===== src/rtl/pipe_skid_reg.sv =====
// Two-entry skid buffer between valid/ready stages.
// IN_READY is registered so OUT_READY never reaches upstream combinationally.
module pipe_skid_reg #(
  parameter int NUM_BITS = 32
) (
  input  logic                CLK,
  input  logic                RST,
  input  logic                FLUSH,
  input  logic                IN_VALID,
  output logic                IN_READY,
  input  logic [NUM_BITS-1:0] D,
  output logic                OUT_VALID,
  input  logic                OUT_READY,
  output logic [NUM_BITS-1:0] Q
);

  typedef enum logic [1:0] {
    EMPTY = 2'd0,
    BUSY  = 2'd1,
    FULL  = 2'd2
  } state_e;

  state_e              state_q, state_d;
  logic [NUM_BITS-1:0] main_q, main_d;
  logic [NUM_BITS-1:0] skid_q, skid_d;
  logic                in_ready_q, in_ready_d;
  logic                in_xfer;
  logic                out_xfer;

  assign in_xfer  = IN_VALID & in_ready_q;
  assign out_xfer = OUT_READY & (state_q != EMPTY);

  always_comb begin
    state_d = state_q;
    main_d  = main_q;
    skid_d  = skid_q;
    unique case (state_q)
      EMPTY: begin
        if (in_xfer) begin
          state_d = BUSY;
          main_d  = D;
        end
      end
      BUSY: begin
        if (in_xfer && !out_xfer) begin
          state_d = FULL;
          skid_d  = D;
        end else if (in_xfer && out_xfer) begin
          main_d = D;
        end else if (out_xfer) begin
          state_d = EMPTY;
        end
      end
      FULL: begin
        if (out_xfer) begin
          state_d = BUSY;
          main_d  = skid_q;
        end
      end
      default: state_d = EMPTY;
    endcase
    // Flush discards everything, including a same-edge input transfer.
    if (FLUSH) begin
      state_d = EMPTY;
      main_d  = main_q;
      skid_d  = skid_q;
    end
    in_ready_d = (state_d != FULL);
  end

  always_ff @(posedge CLK) begin
    if (RST) begin
      state_q    <= EMPTY;
      main_q     <= '0;
      skid_q     <= '0;
      in_ready_q <= 1'b1;
    end else begin
      state_q    <= state_d;
      main_q     <= main_d;
      skid_q     <= skid_d;
      in_ready_q <= in_ready_d;
    end
  end

  assign IN_READY  = in_ready_q;
  assign OUT_VALID = (state_q != EMPTY);
  assign Q         = main_q;

endmodule


===== config.mk =====
export PLATFORM = sky130hd
export DESIGN_NAME = pipe_skid_reg
export DESIGN_NICKNAME = d
export VERILOG_FILES = /design/src/rtl/pipe_skid_reg.sv
export SDC_FILE = /design/constraint.sdc
export NUM_CORES = 1
export LEC_CHECK = 0
export ABC_CLOCK_PERIOD_IN_PS = 1600
export BUFFER_PORTS_ARGS = -buffer_cell sky130_fd_sc_hd__buf_2
export CORE_ASPECT_RATIO = 0.9
export CORE_MARGIN = 1
export CORE_UTILIZATION = 30
export CTS_BUF_LIST = sky130_fd_sc_hd__clkbuf_8
export DETAILED_ROUTE_END_ITERATION = 8
export PLACE_DENSITY = 0.56
export SETUP_SLACK_MARGIN = 0.2
export SYNTH_ARGS = -nofsm -noshare
export SYNTH_HDL_FRONTEND = slang
export SYNTH_SLANG_ARGS = --single-unit

===== constraint.sdc =====
create_clock -name CLK -period 1.6 [get_ports CLK]
set_input_delay 0.32 -clock CLK [delete_from_list [all_inputs] [get_ports CLK]]
set_output_delay 0.32 -clock CLK [all_outputs]
set_load 0.02 [all_outputs]

==> metrics.md <==
| Metric | Value |
|---|---|
| Ranking of synthesized cells by area | dfxtp_1 (50%), mux2i_1 (12%), nand2_1 (9.1%) |
| Cell taking the most area after synthesis | dfxtp_1 |
| Met2 Wirelength | approximately 3100 µm |
| Top Layer Used | met4 |
| GPL Wtd Cong | slightly above 0.7 |
| Vias | between 2,000 and 2,500 |
| Routed vias/inst | around 4.7 |
| TNS Setup | 0 ns |
| Port bufs | 70 |
| DP HPWL | between 4000 and 5000 µm |
| CTS root buffer | clkbuf_8 |
| Final worst-path cycle share | roughly 90% |
| CP Launch Point | state_q[0] |
| Post-Route WL | slightly below 7000 µm |
| CP endpoint kind | flip-flop |
| Synthesized instance count | 300 |
| Row count | 32 |
| Final setup vio count | 0 |
| Area share of the largest cell type after synthesis | between 50% and 60% |
| Syn avg cell area | between 8 and 9 µm² |
| MaxCap Viol Count | 0 |
| #FFs+latches synth | 67 |
| Drt first pass iters | 5 |
| Vias in the first global route | 2,236 |
| Clock Skew | ~0.0063 ns |
| Worst-skew pair later-pin latency | 0.34 ns |
| Peak supply drop | between 0.0008 and 0.0009 V |
| Diodes inserted | 0 |
| Crit-path max cell delay | 0.36 ns |
| RSZ-0062 raised after global routing | true |
| Power per Cell Area | about 1100 nW/µm² |
| Dominant synthesized flop cell | dfxtp_1 |
| CTS Buf Count | 9 |
| Crit path required time | roughly 1.9 ns |
| Hold Path Cell Cnt | 3 |
| Final hold vios | 0 |
| Cell Area, Synth | about 2700 µm² |
| Setup Crit Path Kind | reg -> reg |
| Antenna Violating Nets Remaining | 0 |
| Final Non-Filler Cells | around 500 |
| Hold path endpoint | skid_q[21] |
| FILL cells | 848 |
| Hold Crit Class | in -> reg |
| Hold_sp | D[21] |
| CP Launch Type | flip-flop |
| Most common cell in the netlist | dfxtp_1 |
| Cell family with most CP delay | compound AO/OA/AOI/OAI gates |
| IO Count | 71 |
| GRT Total Usage | 14.84% |
| DR DRC count | 0 |
| Register-to-Register Path Depth | 6 |
| CTS tree | done |
| Clk pin slew, worst setup/hold paths | around 0.07 ns |
| Outcome | complete, no violations |
| Register area share after synthesis | around 50% |
| Reg2reg end | Q[13] |
| Worst r2r src | state_q[0] |
| Slowest stage cell on the critical path | dfxtp_4 |
| Die H | a little over 90 µm |
| Clock Path Buffers | 2 |
| F_max | approximately 700 MHz |
| Largest net degree at the start of global routing | 33 |
| Hold-fix buffers, CTS | 0 |
| Placed cells | 478 |
| Final Max Tran Viols | 0 |
| Rel. slew slack | between 80% and 90% |
| Tightest Pin Transition | approximately 0.26 ns |
| Layout cells sized above 1 | 35.16% |
| Metal3 WL | between 300 and 400 µm |
| Global-route wire length before repair | 10,570 µm |
| DIE AREA | between 9000 and 10,000 µm² |
| GRT overflow | 0 |
| LEAKAGE | about 1.7 nW |
| Crit-path cells | nor2b_4, o31ai_4, buf_6, clkbuf_16, nor2_1, a211oi_1 |
| CP Buf/Inv Count | 2 |
| CORE AREA | roughly 8600 µm² |
| Post-synthesis net count | between 300 and 400 |
| Nets | 416 |
| Fin crit period | 1.471 ns |
| DRT iter0 DRCs | between 70 and 80 |
| Clk sinks | between 60 and 70 |
| Crit path DAT | 1.72 ns |
| Synth cell types | 21 |
| Initial Util | roughly 31% |
| Initial antenna violation count | 0 |
| Routed WL per cell | 13.61 µm |
| Htree depth | 3 |
| R2R Setup Slk | 0.13 ns |
| Warnings, synthesis | 0 |
| Post-synth top cells | dfxtp_1 (67), nand2_1 (65), nor2_1 (34) |
| Die X | 101.5 µm |
| WL met1 | roughly 3200 µm |
| Number of flops mapped to enable cells by yosys | 0 |
| FFs w/ async S/R, synth | 0% |
| CP max FO | 7 |
| Area Overhead vs Synth | 42.96% |
## cells by family (layout without fill, tap and decap cells)
| logic type | count (synthesis) | in the layout | synth area share (%) |
|---|---|---|---|
| buffers and inverters | 25 | 109 | 4.118 |
| muxes | 32 | 32 | 11.98 |
| and+or+nand+nor | 109 | 109 | 17.41 |
| xor gates and xnor gates | 1 | 1 | 0.3276 |
| AOI/OAI and AO/OA | 66 | 66 | 16.00 |
| DFF | 67 | 67 | 50.16 |
## how the worst max path moves through the flow
stage,to,cells past startpoint
6_report,Q[13],6
5_1_grt,Q[19],6
4_1_cts,OUT_VALID,3
3_5_place_dp,skid_q[7],6
3_3_place_gp,skid_q[0],6
2_1_floorplan,skid_q[1],6
## report_power, final
| part | leakage [nW] | total [mW] | internal, mW | switching, mW |
|---|---|---|---|---|
| Clock | 0.136 | 1.85 | 1.19 | 0.660 |
| Combinational | 1.03 | 0.512 | 0.225 | 0.288 |
| Sequential | 0.547 | 1.77 | 1.73 | 0.0350 |
| Total | 1.71 | 4.13 | 3.15 | 0.983 |
## metal layers
metal,vias up,GRT usage (%)
li1,1188,-
met1,1077,17.38
met2,68,24.83
met3,10,5.004
met4,0,5.435
met5,-,0
## cell type report
cell class	instances	area (µm²)	share of cell area, %
multi-input cells	208	1365	35.71
flip-flops and latches	67	1350	35.32
repair buffers	92	691.9	18.10
well taps	119	148.9	3.895
clock inverters	7	138.9	3.633
clock buffers	9	123.9	3.241
inverters	1	3.754	0.09820
## registers in the layout, indices dropped and copies added, names as in the netlist
signal,flops
Q,32
skid_q,32
state_q,2
IN_READY,1
## through the flow
stage | setup slack (ns) | hold slack [ns] | area, µm² | power [mW] | util, %
2_1_floorplan | 0.1266 | 0.3961 | 2698 | 2.044 | -
3_3_place_gp | 0.05497 | 0.4406 | 3217 | 2.212 | 37.37
3_5_place_dp | 0.05274 | 0.4466 | 3217 | 2.219 | 37.37
4_1_cts | 0.1216 | 0.1958 | 3611 | 4.132 | 41.95
5_1_grt | 0.06848 | 0.2129 | 3822 | 4.298 | 44.40
6_report | 0.1294 | 0.2218 | 3822 | 4.132 | 44.40
## layout by cell type, fill, tap and decap left out, drive strengths merged, types with 2 or more instances in the layout
cell / netlist / layout
buf: 13 / 89
dfxtp: 67 / 67
nand2: 65 / 65
nor2: 34 / 34
a21oi: 32 / 32
mux2i: 32 / 32
a211oi: 32 / 32
clkbuf: 11 / 12
bufinv: 0 / 4
inv: 1 / 4
or2: 2 / 2
## worst register-to-register path: stages, from the launching register on
cell and delay [ns]:
dfxtp_4 0.36, nor2b_4 0.14, o31ai_4 0.26, buf_6 0.18, clkbuf_16 0.17, nor2_1 0.04, a211oi_1 0.22
## what timing repair did
item | 4_1_cts | 5_1_grt
gates cloned | 2 | 3
pin swaps | 1 | 7
resized for setup | 13 | 30
setup buffers | 3 | 1
setup endpoints to repair | 65 | 65
Power figures use the tool's default switching activity.
